File: config.mk
export PLATFORM = sky130hd
export DESIGN_NAME = program_loader
export DESIGN_NICKNAME = d
export VERILOG_FILES = /design/src/rtl/mips_loader_pkg.sv /design/src/rtl/program_loader_word_assembler.sv /design/src/rtl/program_loader.sv
export SDC_FILE = /design/constraint.sdc
export NUM_CORES = 1
export LEC_CHECK = 0
export CAP_MARGIN = 20
export CORE_MARGIN = 1
export CORE_UTILIZATION = 50
export CTS_BUF_LIST = sky130_fd_sc_hd__clkbuf_8
export DETAILED_ROUTE_END_ITERATION = 12
export PLACE_DENSITY = 0.78
export SLEW_MARGIN = 20
export SYNTH_ARGS = -nofsm -noshare
export SYNTH_HDL_FRONTEND = slang
export SYNTH_SLANG_ARGS = --single-unit
File: constraint.sdc
create_clock -name clk -period 6 [get_ports clk]
set_clock_uncertainty 0.2 [all_clocks]
set_input_delay 1.2 -clock clk [delete_from_list [all_inputs] [get_ports clk]]
set_output_delay 1.2 -clock clk [all_outputs]
set_load 0.005 [all_outputs]
File: src/rtl/mips_loader_pkg.sv
// mips_loader_pkg: state encoding, field widths and address helper shared by program_loader.
// ST_CHECK exists only when PROGRAM_LOADER_CHECKSUM_EN is defined.
package mips_loader_pkg;

   localparam int HDR_W      = 8;
   localparam int BYTE_CNT_W = 2;
   localparam int WORD_W     = 32;

   typedef enum logic [2:0] {
      ST_IDLE  = 3'd0,
      ST_LEN   = 3'd1,
      ST_DATA  = 3'd2,
      ST_WRITE = 3'd3,
`ifdef PROGRAM_LOADER_CHECKSUM_EN
      ST_CHECK = 3'd4,
`endif
      ST_DONE  = 3'd5,
      ST_ERROR = 3'd6
   } state_t;

   // Byte address of word 'index'; plain 32-bit add, so it wraps silently.
   function automatic logic [WORD_W-1:0] word_address(input logic [WORD_W-1:0] base,
                                                      input logic [HDR_W-1:0]  index);
      return base + {{(WORD_W-HDR_W-2){1'b0}}, index, 2'b00};
   endfunction

endpackage

File: src/rtl/program_loader_word_assembler.sv
// word_assembler: collects four stream bytes big-endian into one 32-bit word.
// o_word/o_word_complete already include the byte being shifted in this cycle.
module word_assembler
   import mips_loader_pkg::*;
(
   input  logic              clk,
   input  logic              reset,
   input  logic              i_clear,
   input  logic              i_shift,
   input  logic [7:0]        i_byte,
   output logic [WORD_W-1:0] o_word,
   output logic              o_word_complete
);

   logic [23:0]           r_shift;
   logic [BYTE_CNT_W-1:0] r_byte_cnt;

   // Shift register and byte position within the current word
   always_ff @(posedge clk) begin
      if (reset || i_clear) begin
         r_shift    <= 24'd0;
         r_byte_cnt <= 2'd0;
      end else if (i_shift) begin
         r_shift    <= {r_shift[15:0], i_byte};
         r_byte_cnt <= r_byte_cnt + 2'd1;
      end
   end

   assign o_word          = {r_shift, i_byte};
   assign o_word_complete = i_shift & (r_byte_cnt == 2'd3);

endmodule

File: src/rtl/program_loader.sv
// program_loader: takes a length-prefixed byte stream and writes it word by word into program memory.
// Define PROGRAM_LOADER_CHECKSUM_EN to require a trailing mod-256 checksum byte.
module program_loader
   import mips_loader_pkg::*;
#(
   parameter int unsigned MEMORY_DEPTH = 32,
   parameter logic [31:0] BASE_ADDRESS = 32'h0000_0000
) (
   input  logic        clk,
   input  logic        reset,
   input  logic        Start,
   input  logic [7:0]  ByteIn,
   input  logic        ByteValid,
   output logic        ByteReady,
   output logic        MemWrite,
   output logic [31:0] MemAddress,
   output logic [31:0] MemWriteData,
   output logic        CPUReset,
   output logic        Done,
   output logic        Error
);

   state_t            r_state;
   state_t            w_state_nxt;
   logic [HDR_W-1:0]  r_word_total;
   logic [HDR_W-1:0]  r_word_cnt;
`ifdef PROGRAM_LOADER_CHECKSUM_EN
   logic [7:0]        r_sum;
`endif

   logic              w_accept;
   logic              w_shift;
   logic              w_restart;
   logic              w_len_bad;
   logic              w_more_words;
   logic              w_word_complete;
   logic [WORD_W-1:0] w_word;

   logic              w_byte_ready_nxt;
   logic              w_mem_write_nxt;
   logic              w_cpu_reset_nxt;
   logic              w_done_nxt;
   logic              w_error_nxt;
   logic [31:0]       w_addr_nxt;
   logic [31:0]       w_data_nxt;

   assign w_accept     = ByteValid & ByteReady;
   assign w_shift      = w_accept & (r_state == ST_DATA);
   assign w_restart    = Start & ((r_state == ST_IDLE) | (r_state == ST_DONE) | (r_state == ST_ERROR));
   assign w_len_bad    = (ByteIn == 8'd0) | ({24'd0, ByteIn} > MEMORY_DEPTH);
   assign w_more_words = ({1'b0, r_word_cnt} + 9'd1) < {1'b0, r_word_total};

   word_assembler u_word_assembler (
      .clk             (clk),
      .reset           (reset),
      .i_clear         (w_restart),
      .i_shift         (w_shift),
      .i_byte          (ByteIn),
      .o_word          (w_word),
      .o_word_complete (w_word_complete)
   );

   // State register; outputs are registered from the decoded next state
   always_ff @(posedge clk) begin
      if (reset) begin
         r_state      <= ST_IDLE;
         ByteReady    <= 1'b0;
         MemWrite     <= 1'b0;
         MemAddress   <= 32'd0;
         MemWriteData <= 32'd0;
         CPUReset     <= 1'b1;
         Done         <= 1'b0;
         Error        <= 1'b0;
      end else begin
         r_state      <= w_state_nxt;
         ByteReady    <= w_byte_ready_nxt;
         MemWrite     <= w_mem_write_nxt;
         MemAddress   <= w_addr_nxt;
         MemWriteData <= w_data_nxt;
         CPUReset     <= w_cpu_reset_nxt;
         Done         <= w_done_nxt;
         Error        <= w_error_nxt;
      end
   end

   // Next-state logic; Start is only honoured while no load is in flight
   always_comb begin
      w_state_nxt = r_state;
      case (r_state)
         ST_IDLE, ST_DONE, ST_ERROR: begin
            if (Start) w_state_nxt = ST_LEN;
            else       w_state_nxt = r_state;
         end
         ST_LEN: begin
            if (w_accept) begin
               if (w_len_bad) w_state_nxt = ST_ERROR;
               else           w_state_nxt = ST_DATA;
            end else begin
               w_state_nxt = ST_LEN;
            end
         end
         ST_DATA: begin
            if (w_word_complete) w_state_nxt = ST_WRITE;
            else                 w_state_nxt = ST_DATA;
         end
         ST_WRITE: begin
            if (w_more_words) w_state_nxt = ST_DATA;
`ifdef PROGRAM_LOADER_CHECKSUM_EN
            else              w_state_nxt = ST_CHECK;
`else
            else              w_state_nxt = ST_DONE;
`endif
         end
`ifdef PROGRAM_LOADER_CHECKSUM_EN
         ST_CHECK: begin
            if (w_accept) begin
               if (ByteIn == r_sum) w_state_nxt = ST_DONE;
               else                 w_state_nxt = ST_ERROR;
            end else begin
               w_state_nxt = ST_CHECK;
            end
         end
`endif
         default: w_state_nxt = ST_IDLE;
      endcase
   end

   // Output decode; address/data only move when a write is launched
   always_comb begin
      w_byte_ready_nxt = 1'b0;
      w_mem_write_nxt  = 1'b0;
      w_cpu_reset_nxt  = 1'b1;
      w_done_nxt       = 1'b0;
      w_error_nxt      = 1'b0;
      w_addr_nxt       = MemAddress;
      w_data_nxt       = MemWriteData;
      case (w_state_nxt)
         ST_LEN, ST_DATA: w_byte_ready_nxt = 1'b1;
`ifdef PROGRAM_LOADER_CHECKSUM_EN
         ST_CHECK:        w_byte_ready_nxt = 1'b1;
`endif
         ST_WRITE: begin
            w_mem_write_nxt = 1'b1;
            w_addr_nxt      = word_address(BASE_ADDRESS, r_word_cnt);
            w_data_nxt      = w_word;
         end
         ST_DONE: begin
            w_done_nxt      = 1'b1;
            w_cpu_reset_nxt = 1'b0;
         end
         ST_ERROR:        w_error_nxt = 1'b1;
         default:         w_byte_ready_nxt = 1'b0;
      endcase
   end

   // Word count, word index and running checksum
   always_ff @(posedge clk) begin
      if (reset) begin
         r_word_total <= 8'd0;
         r_word_cnt   <= 8'd0;
`ifdef PROGRAM_LOADER_CHECKSUM_EN
         r_sum        <= 8'd0;
`endif
      end else if (w_restart) begin
         r_word_total <= 8'd0;
         r_word_cnt   <= 8'd0;
`ifdef PROGRAM_LOADER_CHECKSUM_EN
         r_sum        <= 8'd0;
`endif
      end else begin
         if ((r_state == ST_LEN) && w_accept) r_word_total <= ByteIn;
         if (r_state == ST_WRITE)             r_word_cnt   <= r_word_cnt + 8'd1;
`ifdef PROGRAM_LOADER_CHECKSUM_EN
         if (w_shift)                         r_sum        <= r_sum + ByteIn;
`endif
      end
   end

endmodule

==> flow_summary.json <==
{
  "status": "complete, no violations",
  "gr-total-overflow": 0,
  "vias": 3165,
  "numCtsBuffers": 9,
  "synth_mux_area_share_pct": 0.264,
  "power_mw": 1.07,
  "slowest_stage": "and2_1",
  "path_class": "input pin to flop",
  "yosys_warnings": 0,
  "synth_adder_area_share_pct": 2.97,
  "worst-path-max-fanout": 26,
  "start_util_pct": 52.0,
  "dp_worst_setup_slack_ps": 2520,
  "leakagePower_nw": 1.53,
  "grt_pass1_wl_um": 12900,
  "ys_ff_latch": 90,
  "core_area_um2": 7290,
  "place_inst": 603,
  "cts_buffer_depth": 2,
  "synth-compound-area-share_pct": 15.2,
  "rows": 31,
  "crit_arrival_ps": 3260,
  "fp.dieW_um": 89.1,
  "power_density_nw_per_um2": 239,
  "multi_input_area_um2": 1740,
  "drt-pass1-iter-count": 4,
  "ant_nets": 0,
  "ys.flop_type": "dfxtp_1",
  "setup_tns_ps": 0,
  "first_iter_violations": 149,
  "avgSynthCellArea_um2": 7.99,
  "rsz0062_at_grt": "no",
  "start_kind": "input pin",
  "n_fill_cell": 674,
  "clkSinkCount": 90,
  "cp_num_buf_inv": 1,
  "synth-simple-area-share_pct": 21.4,
  "post-cts-setup-buffer-count": 0,
  "diodes": 0,
  "worst_slew_pin_slew_ps": 879,
  "area_growth_pct": 18.2,
  "drv_cap": 0,
  "max_stage_delay_ps": 770,
  "setup_viol": 0,
  "synth_top_family_by_area": "simple AND/OR/NAND/NOR gates",
  "cts_root_buf": "clkbuf_8",
  "viasPerCell": 5.12,
  "cts_tree": "done",
  "cts.htree.levels": 3,
  "io_pins": 81,
  "port_buffers": 56,
  "place.gp.congestion": 0.889,
  "ir_drop_v": 0.000111,
  "antenna_found_initial": 0,
  "yosys.area_share.xor_xnor_pct": 3.46,
  "dieArea_um2": 7940,
  "max_freq_mhz": 315,
  "nets": 536,
  "totalWireLength_um": 7780,
  "hp-class": "flop to flop",
  "period_needed_ps": 3170,
  "worst_slack_ps": 2830,
  "regArea_um2": 1800,
  "globalRouteTotalUtil_pct": 21.4,
  "dp_hpwl_um": 5330,
  "path_clk_slew_ps": 90,
  "timing.final.crit_share_pct": 52.8,
  "synth_area_um2": 3790,
  "cts_resized": 0,
  "hold_viol_final": 0,
  "clock_latency_ps": 360,
  "slew_headroom_pct": 41.4,
  "grt_pass1_vias": 2712,
  "critPathTopFamily": "simple AND/OR/NAND/NOR gates",
  "wire_per_inst_um": 12.6,
  "cp.required_ps": 6090,
  "synth_edf_count": 0,
  "crit_path_cell_trace": "clkdlybuf4s50_1, and3b_1, and2_1, nand2_1, a21oi_1",
  "grt_max_degree": 50,
  "cp-end-kind": "flop",
  "ys_seq_area_share_pct": 47.5,
  "final_cells": 618,
  "report.final.slew_viol_count": 0,
  "drive_gt1_share_pct": 4.24,
  "die_height_um": 89.1,
  "syn-instance-count": 475,
  "synth-async-reset-ratio_pct": 0,
  "hold_buffers": 0,
  "drcViolationCount": 0,
  "ys_types": 44
}
==> synthesized netlist by cell type, types with 2 or more instances <==
cell,instances,area [µm²]
nand2_1,139,522
dfxtp_1,90,1800
a21oi_1,85,425
nor2_1,26,97.6
buf_4,25,188
clkbuf_1,15,56.3
buf_2,14,70.1
ha_1,9,113
xnor2_1,9,78.8
inv_1,8,30.0
xor2_1,6,52.6
a21o_1,4,30.0
nand3_1,3,15.0
nor2b_1,3,18.8
a211oi_1,2,15.0
a21boi_0,2,15.0
and2_1,2,12.5
and3b_1,2,17.5
nand2b_1,2,12.5
nand3b_1,2,15.0
nand4_1,2,12.5
nor4_1,2,12.5
or3_1,2,12.5
==> sequential cells by signal, indices dropped and copies added (netlist names) <==
register / count
ByteReady: 1
Done: 1
MemWriteData: 32
Error: 1
r_word_cnt: 8
MemWrite: 1
r_state: 3
r_word_total: 8
MemAddress: 8
u_word_assembler.r_byte_cnt: 2
u_word_assembler.r_shift: 24
CPUReset: 1
==> layer usage <==
layer | wire length, µm | up-vias | global-route usage (%)
met4 | 171 | 0 | 10.2
li1 | - | 1588 | -
met1 | 3740 | 1468 | 29.0
met3 | 373 | 13 | 3.88
met5 | 0 | - | 0
met2 | 3500 | 96 | 33.2
==> placed cells by master, fill, tap and decap left out, types with 3 or more instances in the layout <==
cell,netlist,final
ha_1,9,9
dfxtp_1,90,90
xor2_1,6,6
xnor2_1,9,9
nor2b_1,3,3
nor2_1,26,25
conb_1,1,24
clkdlybuf4s50_1,0,56
buf_4,25,4
nand2_1,139,139
nand3_1,3,3
inv_1,8,8
clkbuf_8,0,10
a21oi_1,85,85
a21o_1,4,4
==> path summary, 6_finish.rpt <==
| check | from | endpoint | slack (ps) | cells after the start |
|---|---|---|---|---|
| setup / recovery | ByteValid | u_word_assembler.r_shift[16] | 2830 | 5 |
| hold / removal | MemAddress[9] | MemAddress[9] | 260 | 2 |
| setup reg to reg | r_word_cnt[0] | r_state[0] | 3230 | 9 |
| hold reg to reg | MemAddress[9] | MemAddress[9] | 260 | 2 |
==> logic make-up (layout without fill, tap and decap cells) <==
group,count (synthesis),count (layout)
XOR/XNOR,15,15
AND/OR/NAND/NOR,193,193
other,1,24
flip-flops,90,90
adder cells (fa/ha/maj),9,9
AO/OA/AOI/OAI,104,104
multiplexers,1,1
buffers and inverters,62,83
==> tightest hold or removal path, stage by stage, from the launching register on <==
cell     delay (ps)
dfxtp_1         310
nand2_1          50
a21oi_1          50
==> final cells by class <==
class / instances / share of cell area, %
sequential: 90 / 40.2
clock inverter: 5 / 1.40
multi-input combinational: 346 / 38.8
clock buffer: 10 / 3.07
tap: 99 / 2.76
timing repair buffer: 60 / 13.2
inverter: 8 / 0.670
==> per-stage QoR <==
step	hold WS, ps	area [µm²]	utilization, %
6_report	257	4480	61.5
5_1_grt	270	4480	61.5
4_1_cts	258	4480	61.5
3_5_place_dp	246	4280	58.8
3_3_place_gp	243	4280	58.8
2_1_floorplan	232	3880	-
==> where the power goes <==
part / switching (mW) / leakage, nW / total [mW] / internal (mW)
clock network: 0.214 / 0.0950 / 0.417 / 0.204
registers: 0.00374 / 0.725 / 0.603 / 0.600
logic: 0.0333 / 0.714 / 0.0514 / 0.0181
total: 0.251 / 1.53 / 1.07 / 0.821
Note: power is estimated with default switching activity, not from simulation.
